--- src/rtl/std_gf_edge_event_detector.sv ---
// Multi-channel edge/event detector: per-channel synchronizer, persistence filter,
// registered edge pulses, mode-selected events, sticky pending flag and saturating count.
module std_gf_edge_event_detector #(
  parameter int BIT_WIDTH     = 1,
  parameter int SYNC_STAGES   = 2,
  parameter int FILTER_CYCLES = 1,
  parameter int COUNT_WIDTH   = 8
) (
  input  logic                             i_clk,
  input  logic                             i_reset,
  input  logic [BIT_WIDTH-1:0]             i_signal,
  input  logic [2*BIT_WIDTH-1:0]           i_mode,
  input  logic [BIT_WIDTH-1:0]             i_clear,
  output logic [BIT_WIDTH-1:0]             o_level,
  output logic [BIT_WIDTH-1:0]             o_posedge,
  output logic [BIT_WIDTH-1:0]             o_negedge,
  output logic [BIT_WIDTH-1:0]             o_bothedge,
  output logic [BIT_WIDTH-1:0]             o_event,
  output logic [BIT_WIDTH-1:0]             o_pending,
  output logic [BIT_WIDTH*COUNT_WIDTH-1:0] o_count,
  output logic                             o_irq
);

  // FILTER_CYCLES of 0 and 1 both collapse to "accept on first differing sample".
  localparam int F_EFF   = (FILTER_CYCLES < 1) ? 1 : FILTER_CYCLES;
  localparam int FCW_RAW = $clog2(FILTER_CYCLES + 1);
  localparam int FCW     = (FCW_RAW < 1) ? 1 : FCW_RAW;
  localparam logic [FCW-1:0]         F_LAST  = FCW'(F_EFF - 1);
  localparam logic [COUNT_WIDTH-1:0] CNT_MAX = '1;

  function automatic logic [COUNT_WIDTH-1:0] sat_inc(input logic [COUNT_WIDTH-1:0] v);
    return (v == CNT_MAX) ? v : v + COUNT_WIDTH'(1);
  endfunction

  for (genvar c = 0; c < BIT_WIDTH; c++) begin : g_ch
    logic                   sync_out;
    logic [FCW-1:0]         filt_cnt_p1;
    logic                   level_p1;
    logic                   level_d_p2;
    logic                   pos_p2;
    logic                   neg_p2;
    logic                   both_p2;
    logic                   ev_p2;
    logic                   pend_p3;
    logic [COUNT_WIDTH-1:0] cnt_p3;

    // Stage p0: metastability synchronizer (bypassed when the input is already synchronous)
    if (SYNC_STAGES == 0) begin : g_nosync
      assign sync_out = i_signal[c];
    end else begin : g_sync
      logic [SYNC_STAGES-1:0] sync_p0;
      always_ff @(posedge i_clk or negedge i_reset) begin
        if (!i_reset) begin
          sync_p0 <= '0;
        end else begin
          for (int i = SYNC_STAGES - 1; i > 0; i--) sync_p0[i] <= sync_p0[i-1];
          sync_p0[0] <= i_signal[c];
        end
      end
      assign sync_out = sync_p0[SYNC_STAGES-1];
    end

    // Stage p1: persistence filter; a new level must be seen F_EFF consecutive cycles
    always_ff @(posedge i_clk or negedge i_reset) begin
      if (!i_reset) begin
        filt_cnt_p1 <= '0;
        level_p1    <= 1'b0;
      end else if (sync_out == level_p1) begin
        filt_cnt_p1 <= '0;
      end else if (filt_cnt_p1 == F_LAST) begin
        filt_cnt_p1 <= '0;
        level_p1    <= sync_out;
      end else begin
        filt_cnt_p1 <= filt_cnt_p1 + FCW'(1);
      end
    end

    // Stage p2: edge pulses and mode-qualified event, all registered on the same edge
    always_ff @(posedge i_clk or negedge i_reset) begin
      if (!i_reset) begin
        level_d_p2 <= 1'b0;
        pos_p2     <= 1'b0;
        neg_p2     <= 1'b0;
        both_p2    <= 1'b0;
        ev_p2      <= 1'b0;
      end else begin
        level_d_p2 <= level_p1;
        pos_p2     <= level_p1 & ~level_d_p2;
        neg_p2     <= ~level_p1 & level_d_p2;
        both_p2    <= level_p1 ^ level_d_p2;
        ev_p2      <= (level_p1 & ~level_d_p2 & i_mode[2*c]) |
                      (~level_p1 & level_d_p2 & i_mode[2*c+1]);
      end
    end

    // Stage p3: sticky pending and saturating count; an event coincident with clear wins
    always_ff @(posedge i_clk or negedge i_reset) begin
      if (!i_reset) begin
        pend_p3 <= 1'b0;
        cnt_p3  <= '0;
      end else begin
        pend_p3 <= ev_p2 | (pend_p3 & ~i_clear[c]);
        if (i_clear[c])  cnt_p3 <= COUNT_WIDTH'(ev_p2);
        else if (ev_p2)  cnt_p3 <= sat_inc(cnt_p3);
      end
    end

    assign o_level[c]                             = level_p1;
    assign o_posedge[c]                           = pos_p2;
    assign o_negedge[c]                           = neg_p2;
    assign o_bothedge[c]                          = both_p2;
    assign o_event[c]                             = ev_p2;
    assign o_pending[c]                           = pend_p3;
    assign o_count[c*COUNT_WIDTH +: COUNT_WIDTH]  = cnt_p3;
  end

  assign o_irq = |o_pending;

endmodule

--- config.mk ---
export PLATFORM = sky130hd
export DESIGN_NAME = std_gf_edge_event_detector
export DESIGN_NICKNAME = d
export VERILOG_FILES = /design/src/rtl/std_gf_edge_event_detector.sv
export SDC_FILE = /design/constraint.sdc
export NUM_CORES = 1
export LEC_CHECK = 0
export BUFFER_PORTS_ARGS = -buffer_cell sky130_fd_sc_hd__buf_4
export CAP_MARGIN = 20
export CORE_MARGIN = 1.5
export CORE_UTILIZATION = 49
export CTS_CLUSTER_DIAMETER = 100
export DETAILED_ROUTE_END_ITERATION = 16
export PLACE_DENSITY = 0.83
export REMOVE_ABC_BUFFERS = 1
export SLEW_MARGIN = 40
export SYNTH_ARGS = -nofsm -noshare
export SYNTH_HDL_FRONTEND = slang
export SYNTH_SLANG_ARGS = --single-unit
--- constraint.sdc ---
create_clock -name i_clk -period 2 [get_ports i_clk]
set_clock_uncertainty 0.15 [all_clocks]
set_input_delay 0.2 -clock i_clk [delete_from_list [all_inputs] [get_ports i_clk]]
set_output_delay 0.2 -clock i_clk [all_outputs]
set_load 0.005 [all_outputs]
After elaboration in Yosys (flattened, before gate mapping):

Index checks and enable logic that the tools add are counted.

* flip-flop bits (word level): 18
* input bits: 6
* output and inout bits: 15
* word-level logic and storage cells: 36

* add/sub/neg operators: 2
* equality and inequality tests: 3
* muxes and demuxes: 5
* bitwise logic cells: 13
* reduce and logical (&&, ||, !) cells: 3

Operators with widths (count)
* two-way mux 8 bit: 3
* adder 8 x 1 -> 8 bit, second input constant: 1
* == test 8 bit, second input constant: 1
* AND 1 bit: 5
* NOT 1 bit: 5
* AND reduction 2 bit: 2
* two-way mux 1 bit: 2
* inequality test 2 bit, second input constant: 1
* bitwise OR 1 bit: 2
* nonzero test 2 bit: 1
* adder 1 bit, second input constant: 1
* == test 1 bit: 1
* XOR 1 bit: 1

Logic depth before layout (Yosys ltp):

* depth in word-level cells: 4
* gate-level depth with buffers: 5
* gate-level depth less buffers: 4

Worst setup path after synthesis:

OpenSTA, ideal clock, no wires.

* path kind: register to register
* from: register g_ch[0].cnt_p3[0] (netlist: o_count[0])
* to: register g_ch[0].cnt_p3[3] (netlist: o_count[3])
* setup time: 0.125 ns
* arrival time: 1.409 ns
* required time: 1.725 ns
* slack: 0.316 ns
* stages on the path, launching flop included: 6
* buffers on the path: 1
* period minus slack after synthesis: 1.684 ns
* path through: dfrtp_1 ha_1 and3_1 buf_2 a21oi_2 mux2_4

* cells in the longest elaborated chain, start to end: 4
* elaborated cells between the ends (all ways): 7
* classes of those cells: 1 x add/sub; 2 x eq/ne; 3 x mux; 1 x reduce/logical

Ends and longest elaborated chain
* from (decl): RTL line 45 `logic [COUNT_WIDTH-1:0] cnt_p3;`
* from (signal assigned): RTL line 103 `if (i_clear[c]) cnt_p3 <= COUNT_WIDTH'(ev_p2);`
* from (signal assigned): RTL line 104 `else if (ev_p2) cnt_p3 <= sat_inc(cnt_p3);`
* adder 8 x 1 -> 8 bit: RTL line 32 `return (v == CNT_MAX) ? v : v + COUNT_WIDTH'(1);`
* two-way mux 8 bit: RTL line 32
* two-way mux 8 bit: RTL line 104
* two-way mux 8 bit: RTL line 103

Parallel ways exist; a longest one is shown, timed or not. The select of a mux whose other input is x is not followed.
A chain may end at the register's enable or synchronous reset.

Worst setup path in the final report:

Same ends and word-level chain as after synthesis.

==> flow_summary.json <==
{
  "ys_types": 30,
  "dr.pass1.iters": 4,
  "syn_inst": 70,
  "p_leak_nw": 0.489,
  "r2r_slack_ns": 0.29,
  "ir_drop_mv": 0.474,
  "initial_core_util": 0.525,
  "ys_async_sr_fraction": 1.00,
  "cts_tree": "done",
  "finalCritPeriodShare": 0.856,
  "clkTransAtPathRegs_ns": 0.09,
  "avgRoutedWirePerCell_um": 13.9,
  "ys_warn_count": 0,
  "ioPinCount": 21,
  "synth.top_cell.area_share": 0.538,
  "die_area_um2": 1860,
  "clk_latency_ns": 0.28,
  "cp-startpoint": "o_count[0]$_DFFE_PN0P_",
  "outcome": "completed",
  "portBuffers": 20,
  "diodes": 0,
  "slew_viol_final": 0,
  "crit_arrival_ns": 1.74,
  "required_ns": 2.03,
  "cts_buffer_depth": 2,
  "wl_met3_um": 63,
  "viasPerCell": 5.58,
  "r2r_start": "o_count[0]$_DFFE_PN0P_",
  "drive_gt1_frac": 0.301,
  "ys_seq_elements": 17,
  "final_antenna_net_count": 0,
  "antenna_found_initial": 0,
  "synth_edf_count": 0,
  "path_max_fanout": 7,
  "fillers": 118,
  "place.gp.congestion": 0.774,
  "final-hold-violation-count": 0,
  "clock_sinks": 17,
  "rsz0062_at_grt": "false",
  "dieHeight_um": 43.2,
  "htree_levels": 1,
  "synth_area_um2": 791,
  "worst_pin_slew_ns": 0.368,
  "startpoint_type": "register",
  "clock.fmax_ghz": 0.584,
  "seq_area_um2": 425,
  "cts_root_buffer": "clkbuf_4",
  "topRoutingLayerUsed": "met4",
  "dp_hpwl_um": 1050,
  "areaGrowthSynthToFinish_pct": 26.1,
  "drv_cap": 0,
  "total_power_mw": 0.631,
  "wl_met2_um": 738,
  "drt_wl_total_um": 1520,
  "ys_seq_area_frac": 0.538,
  "setup_viol": 0,
  "critical_path_class": "register to register",
  "track_usage": 0.184,
  "drt_first_iter_violations": 8,
  "end_kind": "register",
  "period_minus_slack_ns": 1.71,
  "grt_pass1_vias": 555,
  "postSynthAreaPerCell_um2": 11.3,
  "p_per_area_nw_per_um2": 633,
  "cts_buffers": 3,
  "grt_pass1_wl_um": 2480,
  "core_um2": 1510,
  "rr_endpoint": "o_count[3]$_DFFE_PN0P_",
  "max_slew_margin": 0.755,
  "gr-total-overflow": 0,
  "die-width_um": 43.2,
  "yosys_most_used_dff": "dfrtp_1",
  "row_count": 14,
  "fin_nets": 103,
  "vias": 608,
  "multi_input_area_um2": 303,
  "drc": 0,
  "reg2reg_depth": 4,
  "setup_tns_ns": 0,
  "wl_met1_um": 685,
  "synth_top_cell_by_area": "dfrtp_1",
  "grt_max_degree": 18,
  "hold_path_class": "input pin to async pin",
  "synth_area_leaders": "dfrtp_1 54%, ha_1 4.7%, and4_1 3.3%"
}
==> cells in the final DEF (no fill, tap or decap) <==
cell           netlist  routed
and3_1               1       1
nor4b_1              1       1
nand2_1              5       5
a211oi_2             1       1
nand4_1              3       3
buf_4                2      20
clkbuf_4             0       3
ha_1                 3       3
dlygate4sd3_1        0       5
a22o_1               1       1
mux2_4               1       1
a211o_1              1       1
or4_1                1       1
and4_1               3       3
dfrtp_1             17      17
nor2_1               1       1
nand3_1              1       1
nor3b_1              1       1
a211oi_1             3       3
inv_1                6       6
nor2b_1              1       1
a21oi_1              4       4
o21ai_1              1       1
a21oi_2              1       1
nand4_2              1       1
mux2i_1              1       1
nor3_1               3       3
o21ba_2              1       1
clkbuf_1             1       1
a21o_1               1       1
==> cells by family after synthesis <==
group                    after synthesis  share of synthesized area
AO/OA/AOI/OAI                         14                      0.131
multiplexers                           2                     0.0316
flip-flops                            17                      0.538
buffers and inverters                 12                     0.0791
AND/OR/NAND/NOR                       22                      0.172
adder cells (fa/ha/maj)                3                     0.0475
==> worst max-delay path by stage <==
stage                        endpoint  slack [ns]
3_3_place_gp   o_count[3]$_DFFE_PN0P_        0.35
3_5_place_dp   o_count[3]$_DFFE_PN0P_        0.31
4_1_cts        o_count[3]$_DFFE_PN0P_        0.30
5_1_grt        o_count[3]$_DFFE_PN0P_        0.23
2_1_floorplan  o_count[3]$_DFFE_PN0P_        0.37
6_report       o_count[3]$_DFFE_PN0P_        0.29
==> metal layers <==
metal	global-route usage	vias to the layer above
li1	-	300
met1	0.240	288
met2	0.278	16
met3	0.0426	4
met4	0.109	0
met5	0	-
==> cell type report <==
| class | instances | share of cell area |
|---|---|---|
| Sequential cell | 17 | 0.427 |
| Multi-Input combinational cell | 41 | 0.304 |
| Timing Repair Buffer | 25 | 0.201 |
| Clock buffer | 4 | 0.0263 |
| Tap cell | 16 | 0.0201 |
| Inverter | 6 | 0.0226 |
==> registers in the layout, indices dropped and copies added, names as in the netlist <==
| register | cells |
|---|---|
| g_ch.g_sync.sync_p0 | 2 |
| o_event | 1 |
| o_bothedge | 1 |
| o_negedge | 1 |
| o_count | 8 |
| o_irq | 1 |
| g_ch.level_d_p2 | 1 |
| o_posedge | 1 |
| o_level | 1 |
==> repair_timing <==
action / 4_1_cts / 5_1_grt
hold buffers: 5 / 0
hold endpoints to repair: 23 / 0
buffers inserted: 0 / 0
resized for setup: 0 / 0
==> critical path, stage by stage (launching register included) <==
cell	delay, ns
dfrtp_1	0.46
ha_1	0.27
and3_1	0.25
a21oi_2	0.18
mux2_4	0.30
==> synthesized netlist by cell type (2+ instances only) <==
cell type,n
ha_1,3
nor3_1,3
a21oi_1,4
inv_1,6
dfrtp_1,17
buf_4,2
buf_2,2
a211oi_1,3
nand2_1,5
and4_1,3
nand4_1,3
==> metrics by stage <==
| stage | hold WS (ns) | setup slack [ns] | std cells | instance area (um^2) | util |
|---|---|---|---|---|---|
| final | 0.176 | 0.289 | 109 | 997 | 0.662 |
| after global routing | 0.173 | 0.231 | 109 | 997 | 0.662 |
| after CTS | 0.150 | 0.305 | 109 | 997 | 0.662 |
| after detailed placement | -0.0755 | 0.315 | 100 | 921 | 0.611 |
| after global placement | -0.0776 | 0.353 | 100 | 921 | 0.611 |
| after floorplan | -0.246 | 0.375 | 64 | 751 | - |
==> report_power, final <==
group	internal (mW)	total, mW	switching, mW
Sequential	0.360	0.379	0.0185
Clock	0.0775	0.176	0.0985
Combinational	0.0442	0.0766	0.0324
No activity file was read; power rests on OpenSTA's default activity.
